**config.mk**
```make
export PLATFORM = sky130hd
export DESIGN_NAME = flow_ctrl
export DESIGN_NICKNAME = d
export VERILOG_FILES = /design/src/rtl/flow_ctrl_pkg.sv /design/src/rtl/flow_ctrl_hazard_detect.sv /design/src/rtl/flow_ctrl.sv
export SDC_FILE = /design/constraint.sdc
export NUM_CORES = 1
export LEC_CHECK = 0
export CORE_MARGIN = 2
export CORE_UTILIZATION = 40
export DETAILED_ROUTE_END_ITERATION = 12
export HOLD_SLACK_MARGIN = 0.02
export PLACE_DENSITY_LB_ADDON = 0.15
export SYNTH_ARGS = -nofsm -noshare
export SYNTH_HDL_FRONTEND = slang
export SYNTH_SLANG_ARGS = --single-unit
```
**constraint.sdc**
```tcl
create_clock -name clk -period 3 [get_ports clk]
set_input_delay 0.3 -clock clk [delete_from_list [all_inputs] [get_ports clk]]
set_output_delay 0.3 -clock clk [all_outputs]
set_load 0.1 [all_outputs]
```
**src/rtl/flow_ctrl_pkg.sv**
```systemverilog
// Shared flow codes, widths and FSM encodings for the pipeline flow controller.
package flow_ctrl_pkg;

    localparam int FLOW_WIDTH     = 2;
    localparam int REG_ADDR_WIDTH = 5;

    typedef logic [FLOW_WIDTH-1:0] flow_code_t;

    localparam flow_code_t FLOW_WORK    = 2'b00;
    localparam flow_code_t FLOW_STOP    = 2'b01;
    localparam flow_code_t FLOW_REFRESH = 2'b10;

    typedef enum logic [1:0] {
        ST_RUN        = 2'd0,
        ST_MC_WAIT    = 2'd1,
        ST_TRAP_FLUSH = 2'd2,
        ST_BUS_WAIT   = 2'd3
    } state_t;

    // One flow code per controlled register, PC first.
    typedef struct packed {
        flow_code_t pc;
        flow_code_t if_id;
        flow_code_t id_ex;
        flow_code_t ex_mem;
        flow_code_t mem_wb;
    } flow_t;

    function automatic flow_t mk_flow(input flow_code_t pc, input flow_code_t if_id,
                                      input flow_code_t id_ex, input flow_code_t ex_mem,
                                      input flow_code_t mem_wb);
        flow_t f;
        f.pc     = pc;
        f.if_id  = if_id;
        f.id_ex  = id_ex;
        f.ex_mem = ex_mem;
        f.mem_wb = mem_wb;
        return f;
    endfunction

endpackage

```
**src/rtl/flow_ctrl_hazard_detect.sv**
```systemverilog
// Load-use hazard compare: a load in EX writes a register the ID instruction reads.
module flow_ctrl_hazard_detect #(
    parameter int REG_ADDR_WIDTH = 5
) (
    input  logic [REG_ADDR_WIDTH-1:0] id_rs1_addr_i,
    input  logic [REG_ADDR_WIDTH-1:0] id_rs2_addr_i,
    input  logic                      id_rs1_used_i,
    input  logic                      id_rs2_used_i,
    input  logic [REG_ADDR_WIDTH-1:0] ex_rd_addr_i,
    input  logic                      ex_mem_rd_i,
    output logic                      load_use_o
);

    logic rs1_hit;
    logic rs2_hit;

    // x0 is hard-wired zero, so a load targeting it never creates a dependency.
    always_comb begin
        rs1_hit    = id_rs1_used_i && (id_rs1_addr_i == ex_rd_addr_i);
        rs2_hit    = id_rs2_used_i && (id_rs2_addr_i == ex_rd_addr_i);
        load_use_o = ex_mem_rd_i && (ex_rd_addr_i != '0) && (rs1_hit || rs2_hit);
    end

endmodule

```
**src/rtl/flow_ctrl.sv**
```systemverilog
// Pipeline flow controller: prioritises bus wait, traps, redirects, multi-cycle EX
// ops and load-use hazards into WORK/STOP/REFRESH codes for PC and stage registers.
module flow_ctrl #(
    parameter int FLOW_WIDTH     = flow_ctrl_pkg::FLOW_WIDTH,
    parameter int REG_ADDR_WIDTH = flow_ctrl_pkg::REG_ADDR_WIDTH,
    parameter int MC_MAX_CYC     = 40,
    parameter int TRAP_CYC       = 2,
    parameter int CNT_WIDTH      = 32
) (
    input  logic                      clk,
    input  logic                      rst,
    input  logic [REG_ADDR_WIDTH-1:0] id_rs1_addr_i,
    input  logic [REG_ADDR_WIDTH-1:0] id_rs2_addr_i,
    input  logic                      id_rs1_used_i,
    input  logic                      id_rs2_used_i,
    input  logic [REG_ADDR_WIDTH-1:0] ex_rd_addr_i,
    input  logic                      ex_mem_rd_i,
    input  logic                      ex_redirect_i,
    input  logic                      trap_i,
    input  logic                      mc_start_i,
    input  logic                      mc_done_i,
    input  logic                      bus_wait_i,
    output logic [FLOW_WIDTH-1:0]     flow_pc_o,
    output logic [FLOW_WIDTH-1:0]     flow_if_id_o,
    output logic [FLOW_WIDTH-1:0]     flow_id_ex_o,
    output logic [FLOW_WIDTH-1:0]     flow_ex_mem_o,
    output logic [FLOW_WIDTH-1:0]     flow_mem_wb_o,
    output logic                      mc_timeout_o,
    output logic [CNT_WIDTH-1:0]      stall_cnt_o
);

    import flow_ctrl_pkg::*;

    localparam int MC_W = $clog2(MC_MAX_CYC + 1);
    localparam int TC_W = $clog2(TRAP_CYC + 1);
    localparam logic [MC_W-1:0] MC_MAX    = MC_W'(MC_MAX_CYC);
    localparam logic [TC_W-1:0] TRAP_LAST = TC_W'(TRAP_CYC - 1);

    localparam flow_code_t W = FLOW_WORK;
    localparam flow_code_t S = FLOW_STOP;
    localparam flow_code_t R = FLOW_REFRESH;

    state_t              state_q, state_d;
    state_t              ret_q, ret_d;
    logic [MC_W-1:0]     mc_cnt_q, mc_cnt_d;
    logic [TC_W-1:0]     trap_cnt_q, trap_cnt_d;
    logic                pend_trap_q, pend_trap_d;
    logic                pend_redir_q, pend_redir_d;
    logic                pend_done_q, pend_done_d;
    logic                timeout_q, timeout_d;
    logic [CNT_WIDTH-1:0] stall_cnt_q, stall_cnt_d;

    flow_t  flow;
    state_t cur;
    logic   load_use;
    logic   trap_e, redir_e, done_e;
    logic   mc_hit;

    flow_ctrl_hazard_detect #(
        .REG_ADDR_WIDTH (REG_ADDR_WIDTH)
    ) u_hazard (
        .id_rs1_addr_i (id_rs1_addr_i),
        .id_rs2_addr_i (id_rs2_addr_i),
        .id_rs1_used_i (id_rs1_used_i),
        .id_rs2_used_i (id_rs2_used_i),
        .ex_rd_addr_i  (ex_rd_addr_i),
        .ex_mem_rd_i   (ex_mem_rd_i),
        .load_use_o    (load_use)
    );

    // Next-state and flow codes; leaving BUS_WAIT evaluates the saved state in the same cycle
    // with events that arrived during the wait merged into the live inputs.
    always_comb begin
        state_d      = state_q;
        ret_d        = ret_q;
        mc_cnt_d     = mc_cnt_q;
        trap_cnt_d   = trap_cnt_q;
        pend_trap_d  = 1'b0;
        pend_redir_d = 1'b0;
        pend_done_d  = 1'b0;
        flow         = mk_flow(W, W, W, W, W);

        cur     = (state_q == ST_BUS_WAIT) ? ret_q : state_q;
        trap_e  = trap_i || pend_trap_q;
        redir_e = ex_redirect_i || pend_redir_q;
        done_e  = mc_done_i || pend_done_q;

        if (bus_wait_i) begin
            flow         = mk_flow(S, S, S, S, S);
            state_d      = ST_BUS_WAIT;
            pend_trap_d  = trap_e;
            pend_redir_d = redir_e;
            pend_done_d  = done_e;
            if (state_q != ST_BUS_WAIT)
                ret_d = state_q;
        end else if (trap_e) begin
            flow       = mk_flow(W, R, R, R, W);
            mc_cnt_d   = '0;
            trap_cnt_d = TC_W'(1);
            state_d    = (TRAP_CYC > 1) ? ST_TRAP_FLUSH : ST_RUN;
        end else begin
            state_d = cur;
            case (cur)
                ST_RUN: begin
                    if (redir_e) begin
                        flow = mk_flow(W, R, R, W, W);
                    end else if (mc_start_i) begin
                        if (!mc_done_i) begin
                            flow     = mk_flow(S, S, S, R, W);
                            state_d  = ST_MC_WAIT;
                            mc_cnt_d = MC_W'(1);
                        end
                    end else if (load_use) begin
                        flow = mk_flow(S, S, R, W, W);
                    end
                end
                ST_MC_WAIT: begin
                    if (done_e) begin
                        state_d  = ST_RUN;
                        mc_cnt_d = '0;
                    end else begin
                        flow = mk_flow(S, S, S, R, W);
                        if (mc_cnt_q != MC_MAX)
                            mc_cnt_d = mc_cnt_q + MC_W'(1);
                    end
                end
                ST_TRAP_FLUSH: begin
                    flow       = mk_flow(S, R, R, R, W);
                    trap_cnt_d = trap_cnt_q + TC_W'(1);
                    if (trap_cnt_q >= TRAP_LAST)
                        state_d = ST_RUN;
                end
                default: state_d = ST_RUN;
            endcase
        end

        if (rst)
            flow = mk_flow(S, R, R, R, R);
    end

    // Timeout is visible in the cycle the counter reaches the limit, then held.
    always_comb begin
        mc_hit       = (state_q == ST_MC_WAIT) && (mc_cnt_q == MC_MAX);
        timeout_d    = timeout_q || mc_hit;
        mc_timeout_o = timeout_d;
        stall_cnt_d  = stall_cnt_q;
        if (!rst && (flow.if_id != W) && (stall_cnt_q != {CNT_WIDTH{1'b1}}))
            stall_cnt_d = stall_cnt_q + CNT_WIDTH'(1);
    end

    // Output drive, widened or narrowed to the configured flow width.
    always_comb begin
        flow_pc_o     = FLOW_WIDTH'(flow.pc);
        flow_if_id_o  = FLOW_WIDTH'(flow.if_id);
        flow_id_ex_o  = FLOW_WIDTH'(flow.id_ex);
        flow_ex_mem_o = FLOW_WIDTH'(flow.ex_mem);
        flow_mem_wb_o = FLOW_WIDTH'(flow.mem_wb);
        stall_cnt_o   = stall_cnt_q;
    end

    // State registers with synchronous reset.
    always_ff @(posedge clk) begin
        if (rst) begin
            state_q      <= ST_RUN;
            ret_q        <= ST_RUN;
            mc_cnt_q     <= '0;
            trap_cnt_q   <= '0;
            pend_trap_q  <= 1'b0;
            pend_redir_q <= 1'b0;
            pend_done_q  <= 1'b0;
            timeout_q    <= 1'b0;
            stall_cnt_q  <= '0;
        end else begin
            state_q      <= state_d;
            ret_q        <= ret_d;
            mc_cnt_q     <= mc_cnt_d;
            trap_cnt_q   <= trap_cnt_d;
            pend_trap_q  <= pend_trap_d;
            pend_redir_q <= pend_redir_d;
            pend_done_q  <= pend_done_d;
            timeout_q    <= timeout_d;
            stall_cnt_q  <= stall_cnt_d;
        end
    end

endmodule

```
Word-level counts from Yosys, hierarchy flattened
Index checks and enable logic that the tools add are counted.
Widths: inputs -> output; s select.
{"block": "word_totals", "register_bits": 48, "latchBits": 0, "ram_bits": 0, "rom_bits": 0, "input_bits": 25, "out_inout_bits": 43, "elab_cells": 77, "memories": 0}
{"block": "op_classes", "add_sub_neg": 3, "multipliers": 0, "div": 0, "n_lt_le_gt_ge": 1, "n_eq_ne": 14, "n_shift": 0, "muxes": 27, "n_bitwise": 1, "n_reduce_logical": 22}
{"cell": "$mux 10", "n": 5}
{"cell": "$mux 6", "n": 6}
{"cell": "$add 32x1->32 const B", "n": 1}
{"cell": "$ne 32x32->1 const B", "n": 1}
{"cell": "$pmux 10 s3", "n": 1}
{"cell": "$mux 9", "n": 3}
{"cell": "$mux 2", "n": 10}
{"cell": "$pmux 6 s2", "n": 1}
{"cell": "$eq 5x5->1", "n": 2}
{"cell": "$ne 3x3->1 const B", "n": 3}
{"cell": "$logic_and 1x1->1", "n": 7}
{"cell": "$add 6x1->6 const B", "n": 1}
{"cell": "$eq 6x6->1 const B", "n": 1}
{"cell": "$ne 6x6->1 const B", "n": 1}
{"cell": "$pmux 2 s3", "n": 1}
{"cell": "$reduce_and 6->1", "n": 1}
{"cell": "$logic_or 1x1->1", "n": 5}
{"cell": "$reduce_bool 5->1", "n": 1}
{"cell": "$eq 2x1->1 const B", "n": 2}
{"cell": "$eq 2x2->1 const B", "n": 2}
{"cell": "$ne 4x4->1 const B", "n": 1}
{"cell": "$reduce_and 2->1", "n": 2}
{"cell": "$reduce_bool 2->1", "n": 2}
{"cell": "$reduce_bool 3->1", "n": 1}
{"cell": "7 further kinds", "n": 7}

Logic depth before layout (Yosys ltp)
{"block": "depth", "ltp_word": 14, "depth_mapped": 10}

By module
From an unflattened synthesis, not the netlist that was laid out.
{"block": "unflattened", "cells_unflattened": 367, "hier_area_um2": 3030.4}
{"mod": "flow_ctrl", "n_inst": 1, "cells_each": 350, "area_each_um2": 2896.5, "seq_area_each_um2": 960.9}
{"mod": "flow_ctrl_hazard_detect", "n_inst": 1, "cells_each": 17, "area_each_um2": 133.9, "seq_area_each_um2": 0.0}

Worst setup path before layout
No wires, ideal clock.
{"block": "synth_path", "path_type": "input port to output port", "startpoint": "in rst", "endpoint": "out flow_ex_mem_o[1]", "arrival_time_ns": 2.938, "required_time_ns": 2.700, "slack_ns": -0.238, "stages": 5, "path_buffers": 1, "cell_sequence": "clkbuf_1 > inv_1 > nand2_1 > inv_1 > a21oi_1"}
{"block": "synth_between", "elab_chain_len": 1}
{"element": "start, declared", "line_no": "flow_ctrl.sv:11", "rtl": "input logic rst,"}
{"element": "$mux 10", "line_no": "flow_ctrl.sv:137", "rtl": "if (rst)"}
{"element": "end, declared", "line_no": "flow_ctrl.sv:26", "rtl": "output logic [FLOW_WIDTH-1:0] flow_ex_mem_o,"}
Every way passes these cells.

Worst setup path after layout
{"block": "layout_path", "startpoint": "in mc_done_i", "endpoint": "reg stall_cnt_q[19], in the netlist stall_cnt_o[19]"}
{"block": "layout_between", "elab_chain_len": 10, "elab_cells_between_ends": 12, "classes_between": "mux: 8; reduce/logical: 4"}
{"element": "start, declared", "line_no": "flow_ctrl.sv:21", "rtl": "input logic mc_done_i,"}
{"element": "$mux 9", "line_no": "flow_ctrl.sv:108", "rtl": "if (!mc_done_i) begin"}
{"element": "$mux 10", "line_no": "flow_ctrl.sv:107", "rtl": "end else if (mc_start_i) begin"}
{"element": "$mux 10", "line_no": "flow_ctrl.sv:105", "rtl": "if (redir_e) begin"}
{"element": "$pmux 10 s3 (*)", "line_no": "flow_ctrl.sv:103", "rtl": "case (cur)"}
{"element": "$mux 10 (*)", "line_no": "flow_ctrl.sv:96", "rtl": "end else if (trap_e) begin"}
{"element": "$mux 10 (*)", "line_no": "flow_ctrl.sv:88", "rtl": "if (bus_wait_i) begin"}
{"element": "$mux 10 (*)", "line_no": "flow_ctrl.sv:137"}
{"element": "$reduce_bool 2->1 (*)", "line_no": "flow_ctrl.sv:147", "rtl": "if (!rst && (flow.if_id != W) && (stall_cnt_q != {CNT_WIDTH{1'b1}}))"}
{"element": "$logic_and 1x1->1 (*) (2 in a row)", "line_no": "flow_ctrl.sv:147"}
{"element": "end signal, assigned", "line_no": "flow_ctrl.sv:182", "rtl": "stall_cnt_q <= stall_cnt_d;"}
{"element": "end, declared", "line_no": "flow_ctrl.sv:51", "rtl": "logic [CNT_WIDTH-1:0] stall_cnt_q, stall_cnt_d;"}
Mark *: on every way between the ends. The rest lies on a longest branch, timed or not.
A chain may end at the register's enable or synchronous reset.

==> metrics.cfg <==
[power]
switchingPower_mw = 0.409
swShare_pct = 27.3
peakVddDrop_mv = 0.332
total_power_mw = 1.50
seqPwrFrac_pct = 43.9
power.clock.fraction_pct = 36.4
power_density_nw_per_um2 = 412
leakage_nw = 1.41
pwr-share-comb_pct = 19.7
intPower_mw = 1.09

[logic_synthesis]
ys_top_cells_by_count = 48 x dfxtp_1, 36 x nor2_1, 28 x nand2_1, 24 x a21oi_1, 15 x xnor2_1
synth-seq-cells = 48
synth.area.top_cells = dfxtp_1 36%, nor2_1 5.0%, xnor2_1 4.9%
synth_cell_types = 59
syn_area_per_cell_sq_um = 8.32
yosysSeqAreaShare_pct = 35.7
syn-instance-count = 324
async_flop_share_pct = 0
yosysTopAreaCellShare_pct = 35.7
ys.flop_type = dfxtp_1
synth_nets = 353
synth-edff-count = 0
post-synth-top-count-cell = dfxtp_1
synth_warnings = 0
syn_area_sq_um = 2700
synth.largest_area_cell = dfxtp_1

[grt]
grt_max_degree = 34
antenna_found_initial = 0
grt.total_usage_pct = 19.2
grt_pass1_vias = 2484
grt_pass1_wl_um = 11600
grt-ovfl-total = 0

[clock_network]
htreeDepth = 2
cts-root-buf = clkbuf_8
ctsHoldBuffers = 0
cts_setup_buffers = 0
cts.sinks = 48
post_cts.resized_instances = 0
clock_latency_ps = 310
cts_tree = done
clkSlewWorstSetupHoldPaths_ps = 90
cts_buffers = 5
ctsLongestPathBuffers = 2

[finish]
antenna_cells = 0
drive_gt1_share_pct = 22.2
nNetsFinal = 426
fillCellCount = 619
final_cells = 474
area_delta_synth_final_pct = 35.1

[critical_path]
crit_type = in2reg
rr_endpoint = stall_cnt_o[19]
required_ps = 3240
critPathArrivalTime_ps = 2890
rrSetupSlack_ps = 380
critPathLaunchType = input port
r2r.worst_path.cells = 8
crit_path_max_fanout = 10
end_kind = flop
r2r_start = state_q[1]

[job]
maxCapViolations = 0

[detailed_routing]
drtIter0Drc = 153
vias = 2660
avgRoutedWirePerCell_um = 14.4
dr.pass1.iters = 4
ant_nets = 0
avgViaCountPerCell = 5.61
drt_wl_total_um = 6830
drc = 0

[sta]
tightest_slew_ps = 603
fin_crit_sh_pct = 88.4
rsz0062_at_grt = no
finalHoldWorstSlack_ps = 468
maxSlewViolCount = 0
hold_viol = 0
setup_ws_ps = 347
setup_violations = 0
post-route-min-period_ps = 2650
fmax_mhz = 377
finalClockSkew_ps = 7.78
max_slew_margin_pct = 59.4

[run_status]
status = completed

[floorplan]
fp.dieH_um = 86.1
fp.dieW_um = 86.1
coreArea_sq_um = 6420
die_area_sq_um = 7410
initial_core_util_pct = 42.0
rows = 29
io_pins = 68

[min_path]
min_to = stall_cnt_o[6]
hold_class = reg2reg
hp-start = stall_cnt_o[6]
holdPathStages = 1

[placed_design]
placedCellCount = 467
place.gp.congestion = 0.788
dp_hpwl_um = 5280
pre_cts_ws_ps = 40.3
numPortBuffers = 66

==> worst max-delay path, cell delays in order <==
cell	delay, ps
clkdlybuf4s50_1	420
or4b_4	560
a221oi_2	260
o31ai_2	120
o31a_4	130
a211o_1	320
buf_4	180
or4_1	460
a21oi_1	150
==> worst max path at each step <==
stage / startpoint / end / slack (ps)
3_3_place_gp: mc_done_i / stall_cnt_o[19] / 80
2_1_floorplan: rst / flow_ex_mem_o[1] / -240
6_report: mc_done_i / stall_cnt_o[19] / 350
3_5_place_dp: mc_done_i / stall_cnt_o[10] / 40
4_1_cts: mc_done_i / stall_cnt_o[19] / 350
5_1_grt: state_q[0] / stall_cnt_o[19] / 110
==> per-layer routing <==
layer,GRT usage [%],vias to the layer above,wire length (um)
met1,25.9,1252,3190
met2,30.9,48,3260
met5,0,-,0
met4,6.35,0,117
li1,-,1347,-
met3,3.37,13,264
==> logic make-up after synthesis <==
group | count (synthesis) | synth area share (%)
simple gates | 140 | 27.7
compound gates | 79 | 21.5
flops | 48 | 35.7
buf+inv | 28 | 4.97
xor+xnor | 19 | 6.17
mux | 5 | 2.00
fa+ha+maj | 4 | 1.86
other cells | 1 | 0.139
==> final cells by class <==
cell class,instances,area [sq um],share of cell area [%]
multi-input cells,248,1600,44.1
flip-flops and latches,48,966,26.5
repair buffers,85,811,22.3
well taps,77,96.3,2.65
clock buffers,5,68.8,1.89
clock inverters,2,60.1,1.65
inverters,9,33.8,0.928
==> registers in the layout, indices dropped and copies added (netlist names) <==
name          cells
stall_cnt_o      32
pend_trap_q       1
timeout_q         1
state_q           2
pend_redir_q      1
mc_cnt_q          6
pend_done_q       1
trap_cnt_q        2
ret_q             2
==> power groups by stage <==
| stage | clock (mW) | combinational [mW] | sequential [mW] |
|---|---|---|---|
| final | 0.546 | 0.296 | 0.660 |
| after global routing | 0.579 | 0.315 | 0.662 |
| after CTS | 0.559 | 0.297 | 0.660 |
| after detailed placement | 0 | 0.296 | 0.675 |
| after global placement | 0 | 0.294 | 0.674 |
| after floorplan | 0 | 0.177 | 0.685 |
==> layout by cell type (no fill, tap or decap), types with 4 or more instances in the layout <==
master           synthesis  final
nor2b_1                  5      5
nand4_1                 13     13
o311ai_0                 6      6
nand2b_1                 5      5
or2_2                    5      5
nand2_1                 28     28
a211oi_1                 4      4
inv_1                    9      9
ha_1                     4      4
o41ai_1                 10     10
buf_12                   0      9
and4_1                   5      5
o21ai_0                  6      6
xor2_1                   4      4
and3_1                   6      6
a21oi_1                 24     23
buf_4                    3     52
nor3_1                   4      4
nand3_1                 12     12
or3_1                    4      4
clkbuf_8                 0      5
xnor2_1                 15     15
clkdlybuf4s50_1          0     24
nor2_1                  36     36
dfxtp_1                 48     44
o31ai_1                  4      4
dfxtp_2                  0      4
==> per-stage QoR <==
stage	util [%]	TNS (ps)	instance area, sq um
floorplan	-	-504	2700
global placement	54.7	0	3510
detailed placement	54.7	0	3510
CTS	56.7	0	3640
global route	56.7	0	3640
finish	56.7	0	3640
Power figures use the tool's default switching activity.
